--- config.mk ---
export PLATFORM = sky130hd
export DESIGN_NAME = floating_point_divider
export DESIGN_NICKNAME = d
export VERILOG_FILES = /design/src/rtl/fp16_pkg.sv /design/src/rtl/fp16_mant_divider.sv /design/src/rtl/floating_point_divider.sv
export SDC_FILE = /design/constraint.sdc
export NUM_CORES = 1
export LEC_CHECK = 0
export CAP_MARGIN = 20
export CORE_MARGIN = 4
export CORE_UTILIZATION = 35
export CTS_BUF_LIST = sky130_fd_sc_hd__clkbuf_4 sky130_fd_sc_hd__clkbuf_8 sky130_fd_sc_hd__clkbuf_16
export CTS_CLUSTER_SIZE = 10
export DETAILED_ROUTE_END_ITERATION = 12
export GPL_ROUTABILITY_DRIVEN = 0
export GPL_TIMING_DRIVEN = 0
export PLACE_DENSITY_LB_ADDON = 0.3
export SLEW_MARGIN = 40
export SYNTH_ARGS = -nofsm -noshare
export SYNTH_HDL_FRONTEND = slang
export SYNTH_SLANG_ARGS = --single-unit
--- constraint.sdc ---
create_clock -name clk -period 5.15 [get_ports clk]
set_input_delay 1.2875 -clock clk [delete_from_list [all_inputs] [get_ports clk]]
set_output_delay 1.2875 -clock clk [all_outputs]
set_load 0.01 [all_outputs]
--- src/rtl/fp16_pkg.sv ---
// Shared binary16 definitions for the floating-point arithmetic blocks.
// Holds format constants, the common FSM state type and operand classification.
package fp16_pkg;

  localparam int EXP_W  = 5;
  localparam int MAN_W  = 10;
  localparam int BIAS   = 15;
  localparam int QUOT_W = 14;

  localparam logic [15:0] QNAN = 16'h7E00;
  localparam logic [15:0] PINF = 16'h7C00;

  typedef enum logic [1:0] {IDLE, DIVIDE, ROUND, DONE} state_t;

  typedef enum logic [1:0] {SP_NONE, SP_NAN, SP_INF, SP_ZERO} special_t;

  // Subnormals (exp == 0) classify as zero.
  function automatic special_t classify_div(input logic [15:0] x, input logic [15:0] y);
    logic x_zero, y_zero, x_inf, y_inf, x_nan, y_nan;
    x_zero = (x[14:10] == '0);
    y_zero = (y[14:10] == '0);
    x_inf  = (x[14:10] == '1) && (x[9:0] == '0);
    y_inf  = (y[14:10] == '1) && (y[9:0] == '0);
    x_nan  = (x[14:10] == '1) && (x[9:0] != '0);
    y_nan  = (y[14:10] == '1) && (y[9:0] != '0);
    if (x_nan || y_nan || (x_zero && y_zero) || (x_inf && y_inf)) return SP_NAN;
    else if (x_inf || y_zero)                                     return SP_INF;
    else if (x_zero || y_inf)                                     return SP_ZERO;
    else                                                          return SP_NONE;
  endfunction

endpackage

--- src/rtl/fp16_mant_divider.sv ---
// Restoring divider for 1.mantissa operands: one quotient bit per cycle, MSB first.
// A start pulse loads the operands; 14 bits follow on the next 14 rising edges.
module fp16_mant_divider
  import fp16_pkg::*;
(
  input  logic              clk,
  input  logic              reset,
  input  logic              i_start,
  input  logic [MAN_W:0]    i_dividend,
  input  logic [MAN_W:0]    i_divisor,
  output logic [QUOT_W-1:0] o_quot,
  output logic              o_rem_nz,
  output logic              o_done
);

  logic [MAN_W+1:0]  r_rem;
  logic [MAN_W:0]    r_div;
  logic [3:0]        r_cnt;
  logic              r_run;
  logic [QUOT_W-1:0] r_quot;

  logic              w_bit;
  logic [MAN_W+1:0]  w_diff;
  logic [MAN_W+1:0]  w_rem_next;

  // Remainder stays below twice the divisor, so the shifted value fits in 12 bits.
  // NOTE: every always_comb output is assigned on every path so no latch is inferred.
  always_comb begin
    w_diff     = r_rem - {1'b0, r_div};
    w_bit      = (r_rem >= {1'b0, r_div});
    w_rem_next = w_bit ? (w_diff << 1) : (r_rem << 1);
  end

  // NOTE: sequential state uses non-blocking assignments only, so all registers
  // update together from values sampled before the edge.
  always_ff @(posedge clk or posedge reset) begin
    if (reset) begin
      // NOTE: the datapath registers are few and small, so they are reset too,
      // which makes abort-and-restart behaviour fully deterministic.
      r_rem  <= '0;
      r_div  <= '0;
      r_cnt  <= '0;
      r_run  <= 1'b0;
      r_quot <= '0;
    end else if (i_start) begin
      r_rem  <= {1'b0, i_dividend};
      r_div  <= i_divisor;
      r_cnt  <= '0;
      r_run  <= 1'b1;
      r_quot <= '0;
    end else if (r_run) begin
      r_rem  <= w_rem_next;
      r_quot <= {r_quot[QUOT_W-2:0], w_bit};
      r_cnt  <= r_cnt + 4'd1;
      if (r_cnt == 4'(QUOT_W - 1)) r_run <= 1'b0;
    end
  end

  assign o_quot   = r_quot;
  assign o_rem_nz = |r_rem;
  assign o_done   = r_run && (r_cnt == 4'(QUOT_W - 1));

endmodule

--- src/rtl/floating_point_divider.sv ---
// IEEE-754 binary16 divider with a fixed 15-edge latency from the accepted start strobe.
// Unpacking, special cases and round-to-nearest-even live here; the mantissa loop is a sub-module.
module floating_point_divider
  import fp16_pkg::*;
#(
  parameter int DATA_WIDTH = 16
) (
  input  logic                  clk,
  input  logic                  reset,
  input  logic                  en,
  input  logic [DATA_WIDTH-1:0] a,
  input  logic [DATA_WIDTH-1:0] b,
  output logic [DATA_WIDTH-1:0] result,
  output logic                  valid,
  output logic                  busy
);

  state_t           r_state;
  logic             r_sign;
  logic [EXP_W-1:0] r_ea;
  logic [EXP_W-1:0] r_eb;
  special_t         r_special;

  logic              w_start;
  logic [QUOT_W-1:0] w_quot;
  logic              w_rem_nz;
  logic              w_div_done;

  logic              w_norm;
  logic [MAN_W:0]    w_mant;
  logic              w_guard;
  logic              w_sticky;
  logic              w_round_up;
  logic [MAN_W+1:0]  w_mant_r;
  logic [MAN_W-1:0]  w_frac;
  logic signed [6:0] w_exp;
  logic [15:0]       w_round_result;

  assign w_start = (r_state == IDLE) && en;

  fp16_mant_divider u_mant_div (
    .clk        (clk),
    .reset      (reset),
    .i_start    (w_start),
    .i_dividend ({|a[MAN_W+EXP_W-1:MAN_W], a[MAN_W-1:0]}),
    .i_divisor  ({|b[MAN_W+EXP_W-1:MAN_W], b[MAN_W-1:0]}),
    .o_quot     (w_quot),
    .o_rem_nz   (w_rem_nz),
    .o_done     (w_div_done)
  );

  // Quotient lies in (0.5, 2): a clear integer bit means one normalising shift.
  always_comb begin
    w_norm     = w_quot[QUOT_W-1];
    w_mant     = w_norm ? w_quot[13:3] : w_quot[12:2];
    w_guard    = w_norm ? w_quot[2] : w_quot[1];
    w_sticky   = (w_norm ? (w_quot[1] | w_quot[0]) : w_quot[0]) | w_rem_nz;
    w_round_up = w_guard & (w_sticky | w_mant[0]);
    w_mant_r   = {1'b0, w_mant} + {{MAN_W+1{1'b0}}, w_round_up};
    w_frac     = w_mant_r[MAN_W+1] ? w_mant_r[MAN_W:1] : w_mant_r[MAN_W-1:0];
    w_exp      = 7'(r_ea) - 7'(r_eb) + 7'(BIAS) - {6'd0, ~w_norm}
               + {6'd0, w_mant_r[MAN_W+1]};

    case (r_special)
      SP_NAN:  w_round_result = QNAN;
      SP_INF:  w_round_result = {r_sign, PINF[14:0]};
      SP_ZERO: w_round_result = {r_sign, 15'd0};
      default: begin
        if (w_exp <= 7'sd0)       w_round_result = {r_sign, 15'd0};
        else if (w_exp >= 7'sd31) w_round_result = {r_sign, PINF[14:0]};
        else                      w_round_result = {r_sign, w_exp[EXP_W-1:0], w_frac};
      end
    endcase
  end

  always_ff @(posedge clk or posedge reset) begin
    if (reset) begin
      r_state   <= IDLE;
      r_sign    <= 1'b0;
      r_ea      <= '0;
      r_eb      <= '0;
      r_special <= SP_NONE;
      result    <= '0;
      valid     <= 1'b0;
      busy      <= 1'b0;
    end else begin
      valid <= 1'b0;
      case (r_state)
        IDLE: begin
          if (en) begin
            r_sign    <= a[DATA_WIDTH-1] ^ b[DATA_WIDTH-1];
            r_ea      <= a[MAN_W+EXP_W-1:MAN_W];
            r_eb      <= b[MAN_W+EXP_W-1:MAN_W];
            r_special <= classify_div(a[15:0], b[15:0]);
            busy      <= 1'b1;
            r_state   <= DIVIDE;
          end
        end
        DIVIDE: begin
          if (w_div_done) r_state <= ROUND;
        end
        ROUND: begin
          result  <= w_round_result;
          valid   <= 1'b1;
          r_state <= DONE;
        end
        DONE: begin
          busy    <= 1'b0;
          r_state <= IDLE;
        end
        default: r_state <= IDLE;
      endcase
    end
  end

endmodule

== Word level (Yosys, flattened, before mapping) ==
Index checks and enable logic that the tools add are counted.
Word-level totals
  word-level logic and storage cells: 94
  output and inout port bits: 18
  flip-flop bits (word level): 75
  bits of input ports: 35
Cells by class
  reductions and logical operators: 28
  bitwise gates (word level): 6
  equal/unequal tests: 11
  multiplexer cells: 26
  $add $sub $neg: 7
  magnitude comparators: 3
Operator list (number)
  one-hot mux 16 bit (3 select lines): 1
  2-to-1 mux 12 bit: 3
  2-to-1 mux 15 bit: 2
  2-to-1 mux 14 bit: 2
  logical NOT 10 bit: 2
  nonzero test 10 bit: 2
  adder 11 x 1 -> 12 bit: 1
  >= comparator 12 x 11 -> 1 bit: 1
  OR reduction 12 bit: 1
  2-to-1 mux 11 bit: 1
  subtractor 11 bit: 1
  equality test 5 bit (second input constant): 2
  logical NOT 5 bit: 2
  2-to-1 mux 10 bit: 1
  2-to-1 mux 2 bit: 5
  OR reduction 5 bit: 2
  equality test 2 bit (second input constant): 4
  logical AND 1 bit: 8
  2-to-1 mux 4 bit: 2
  one-hot mux 2 bit (4 select lines): 1
  adder 6 x 5 -> 7 bit (second input constant): 1
  adder 7 x 1 -> 7 bit: 1
  >= comparator 7 x 6 -> 1 bit (second input constant): 1
  less-or-equal comparator 7 x 1 -> 1 bit (second input constant): 1
  17 further kinds: 33

== Logic depth before layout (Yosys ltp) ==
Gate-level depths: netlist of the first run.
  depth in word-level cells: 11
  mapped depth: 17
  gate-level depth less buffers: 15

== Cells and area by module ==
From an unflattened synthesis of the first run, not the netlist that was laid out.
Unflattened totals
  cell total of the unflattened synthesis: 544
  area total of the unflattened synthesis: 4890.9 µm²
Modules (own cells, without submodules)
  floating_point_divider: sequential area each 825.8 µm², area an instance 2476.1 µm², cells each 291, instances 1
  fp16_mant_divider: sequential area each 1051.0 µm², area an instance 2414.8 µm², cells each 253, instances 1

== Least setup slack after synthesis of the first run ==
Ideal clock, no wire load.
  path type: reg2reg
  start: register u_mant_div.r_quot[4] (netlist: u_mant_div.o_quot[4])
  end: register result[8]
  library setup time: 0.104 ns
  setup slack: 1.280 ns
  required time: 5.046 ns
  arrival time: 3.766 ns
  cell stages (with the launch flop): 18
  buffers on the path: 2
  cells stage by stage: dfrtp_1 clkbuf_1 mux2i_1 nor4_2 nand2_1 xnor2_1 ha_1 a21o_1 ha_1 inv_1 fa_1 xnor2_1 o22ai_1 a22oi_1 o21ai_0 or4_4 buf_6 o41ai_4
On the way
  longest elaborated chain between the ends: 7
  elaborated cells between the ends (all ways): 9
  those cells by class: add/sub: 2; order compare: 2; mux: 5
Ends and longest elaborated chain
  start: declaration: RTL line fp16_mant_divider.sv:20  | logic [QUOT_W-1:0] r_quot;
  start signal: assignment: RTL line fp16_mant_divider.sv:53  | r_quot <= {r_quot[QUOT_W-2:0], w_bit};
  2-to-1 mux 11 bit *: RTL line floating_point_divider.sv:55  | w_mant = w_norm ? w_quot[13:3] : w_quot[12:2];
  adder 11 x 1 -> 12 bit *: RTL line floating_point_divider.sv:59  | w_mant_r = {1'b0, w_mant} + {{MAN_W+1{1'b0}}, w_round_up};
  adder 7 x 1 -> 7 bit: RTL line floating_point_divider.sv:62  | + {6'd0, w_mant_r[MAN_W+1]};
  >= comparator 7 x 6 -> 1 bit: RTL line floating_point_divider.sv:70  | else if (w_exp >= 7'sd31) w_round_result = {r_sign, PINF[14:0]};
  2-to-1 mux 15 bit: RTL line floating_point_divider.sv:70
  2-to-1 mux 15 bit *: RTL line floating_point_divider.sv:69  | if (w_exp <= 7'sd0) w_round_result = {r_sign, 15'd0};
  one-hot mux 16 bit (3 select lines) *: RTL line floating_point_divider.sv:64  | case (r_special)
  end signal: assignment: RTL line floating_point_divider.sv:103  | result <= w_round_result;
  end: declaration: RTL line floating_point_divider.sv:13  | output logic [DATA_WIDTH-1:0] result,
Every way passes the cells marked *; elsewhere a longest branch is shown, timed or not.
A chain may end at the register's enable or synchronous reset.

== Final worst setup path of the first run ==
Same ends and word-level chain as after synthesis.

==> out/qor.csv, run 1 <==
metric,value,unit
status,"finished, final reports clean",
yosys.area.top_type_share,0.3763,
rr_endpoint,result[8]$_DFFE_PP0P_,
final_cell_mix,"dfrtp_1, nand2_1, clkdlybuf4s50_1, inv_1, o21ai_0",
multi_input_area,2800,um2
synth_area_leader_cell,dfrtp_1,
grt_pass1_vias,4324,
r2r_slack,0.54,ns
ys.flop_type,dfrtp_1,
portBuffers,52,
cts_buffers,9,
finalHoldViolCount,0,
post_cts.repair.setup_buffers,0,
grt_start_max_net_pins,60,
min_path_cells,2,
cts-root-buf,clkbuf_16,
crit_type,reg -> reg,
drcViolationCount,0,
skew,0.005809,ns
fillers,1351,
finalSetupTns,0,ns
std_cell_rows,43,
cts-htree-levels,3,
drv_slew,0,
synth.avg_cell_area,8.858,um2
crit_path_cell_trace,clkbuf_1 -> mux2i_1 -> nor4_2 -> nand2_1 -> xnor2_1 -> ha_1 -> a21o_1 -> ha_1 -> inv_1 -> fa_1 -> xnor2_1 -> o22ai_1 -> a22oi_1 -> o21ai_0 -> or4_4 -> buf_6 -> o41ai_4,
hp-class,reg -> reg,
worst_ep_arrival_time,4.85,ns
drive_gt1_frac,0.06646,
r2r-start,u_mant_div.o_quot[4]$_DFFE_PP0P_,
max_stage_delay,0.50,ns
seq_area,1877,um2
die_x,127.4,um
antenna_found_initial,0,
yosysWarnings,0,
wl,12680,um
ys_seq_area_frac,0.3763,
grt_pass1_wl,21400,um
cp.required,5.39,ns
cts_hold_buffers,0,
synth.area.top_cells,"dfrtp_1, ha_1, nand2_1",
hold_end,r_eb[0]$_DFFE_PP0P_,
clock.fmax,217.0,MHz
clk_latency,0.34,ns
cap_violations,0,
dp_hpwl,9671,um
avgViaCountPerCell,5.392,
cts_tree,built,
area_delta_synth_final,21.70,%
cp-start-kind,register,
critical_path.endpoint_type,register,
core,13930,um2
async_flop_share,1.000,
rsz0062_at_grt,false,
cts_sinks,75,
min_from,r_eb[0]$_DFFE_PP0P_,
initialDrtViolationCount,263,
syn_inst,563,
ys_ff_latch,75,
drt-pass1-iter-count,5,
initial_core_util,0.3579,
worstMarginPinSlew,0.7223,ns
grt_util_all_layers,0.1625,
clk_pin_slew_worst_paths,0.06,ns
n_antenna_cell,0,
synth-edff-count,0,
wl_per_cell,15.62,um
cts_resized,0,
syn-num-nets,633,
antenna_left,0,
post-route-min-period,4.608,ns
syn-cell-area,4987,um2
grt.overflow.total,0,
fin_crit_sh,0.8948,
cts_buffer_depth,2,
vias,4378,
layout_commonest_cell,dfrtp_1,
max_slew_margin,0.5185,
die_area,16220,um2
cp_max_fo,10,
yosysUniqueCellTypes,67,
nets,697,
rr_worst_depth,17,
die_h,127.4,um
setup_viol,0,
ios,53,
slowest_stage,nor4_2,
## layer usage
metal / vias up / global-route usage / part of all wire
li1: 2121 / - / -
met1: 2119 / 0.2059 / 0.45
met2: 126 / 0.2800 / 0.49
met3: 12 / 0.03595 / 0.042
met4: 0 / 0.04353 / 0.010
met5: - / 0 / 0
## how the worst max path moves through the flow
stage / start / endpoint / slack (ns) / depth (start not counted)
final: u_mant_div.o_quot[4]$_DFFE_PP0P_ / result[8]$_DFFE_PP0P_ / 0.54 / 17
after CTS: u_mant_div.o_quot[4]$_DFFE_PP0P_ / result[8]$_DFFE_PP0P_ / 0.57 / 17
after floorplan: u_mant_div.o_quot[4]$_DFFE_PP0P_ / result[8]$_DFFE_PP0P_ / 1.28 / 17
after detailed placement: u_mant_div.o_quot[4]$_DFFE_PP0P_ / result[8]$_DFFE_PP0P_ / 0.59 / 17
after global placement: reset / u_mant_div.r_div[4]$_DFFE_PP0P_ / 0.67 / 2
after global routing: u_mant_div.o_quot[4]$_DFFE_PP0P_ / result[8]$_DFFE_PP0P_ / 0.14 / 17
## per-stage QoR
step,utilization,hold WS [ns],cells,worst slack [ns],cell area [um2]
after floorplan,-,0.4441,563,1.280,4987
after global placement,0.4114,0.4715,795,0.6707,5733
after detailed placement,0.4138,0.4716,796,0.5859,5766
after CTS,0.4356,0.4873,812,0.5690,6070
after global routing,0.4356,0.5262,812,0.1445,6070
final,0.4356,0.4814,812,0.5416,6070
## sequential cells by signal, indices dropped and copies added, names as in the netlist
name and cells:
u_mant_div.r_div 11, u_mant_div.r_rem 12, busy 1, r_special 2, u_mant_div.r_run 1, u_mant_div.r_cnt 4, valid 1, r_state 2
u_mant_div.o_quot 14, r_sign 1, r_ea 5, result 16, r_eb 5
## cell type report
cell class / instances / share of cell area
Multi-Input combinational cell: 410 / 0.4613
Clock buffer: 12 / 0.04185
Tap cell: 180 / 0.03711
Inverter: 50 / 0.03175
Sequential cell: 75 / 0.3092
Clock inverter: 4 / 0.008246
Timing Repair Buffer: 53 / 0.09029
Buffer: 28 / 0.02020
## worst max-delay path, delay by kind of cell, from the launching register on
family | cells | cell delay [ns]
buf+inv | 3 | 0.57
xor+xnor | 2 | 0.52
simple gates | 3 | 1.13
mux | 1 | 0.30
fa+ha+maj | 3 | 0.80
flops | 1 | 0.32
compound gates | 5 | 0.86
## kinds of logic after synthesis
group | synth area share
simple gates | 0.1831
flops | 0.3763
mux | 0.05118
xor+xnor | 0.03337
fa+ha+maj | 0.09232
buf+inv | 0.06222
compound gates | 0.2015
## synth_stat cells, drive strengths merged, types with 2 or more instances
master / number
inv: 50
dfrtp: 75
and4: 2
a21boi: 5
a21o: 4
a2111oi: 2
o211ai: 2
fa: 3
nor2: 43
clkbuf: 22
buf: 6
nor4: 10
a211o: 2
o22ai: 8
a21oi: 27
and3: 2
mux2: 4
o221a: 5
a2bb2oi: 2
nand3b: 4
nor3b: 5
or3: 6
o221ai: 3
o31a: 2
a211oi: 8
o21ai: 50
xor2: 11
a311o: 2
o32ai: 3
o31ai: 3
a22oi: 2
mux2i: 21
nor2b: 6
nand3: 13
nand4: 4
nand2b: 7
ha: 32
nor3: 11
and2: 5
o21bai: 2
nand2: 65
xnor2: 8
Power of run 1 is left out: the tool's default activity adds up to more than one toggle a clock period on the data nets, which glitch-free logic cannot reach.
==> run 2: changes to the inputs <==
--- a/config.mk
+++ b/config.mk
@@ -14,6 +14,7 @@
 export GPL_ROUTABILITY_DRIVEN = 0
 export GPL_TIMING_DRIVEN = 0
 export PLACE_DENSITY_LB_ADDON = 0.3
+export SKIP_LAST_GASP = 1
 export SLEW_MARGIN = 40
 export SYNTH_ARGS = -nofsm -noshare
 export SYNTH_HDL_FRONTEND = slang
==> constraint.sdc (replaced) <==
create_clock -name clk -period 5.5 [get_ports clk]
set_input_delay 1.375 -clock clk [delete_from_list [all_inputs] [get_ports clk]]
set_output_delay 1.375 -clock clk [all_outputs]
set_load 0.01 [all_outputs]
==> results of run 2 <==
The final DEF is identical to that of run 1. Status: finished, final reports clean.
Among the figures that moved: setup slack after placement 0.5859 ns -> 0.9359 ns; setup slack after layout 0.5416 ns -> 0.8916 ns; register-to-register setup slack 0.54 ns -> 0.89 ns
Power of run 2 is left out for the same reason.
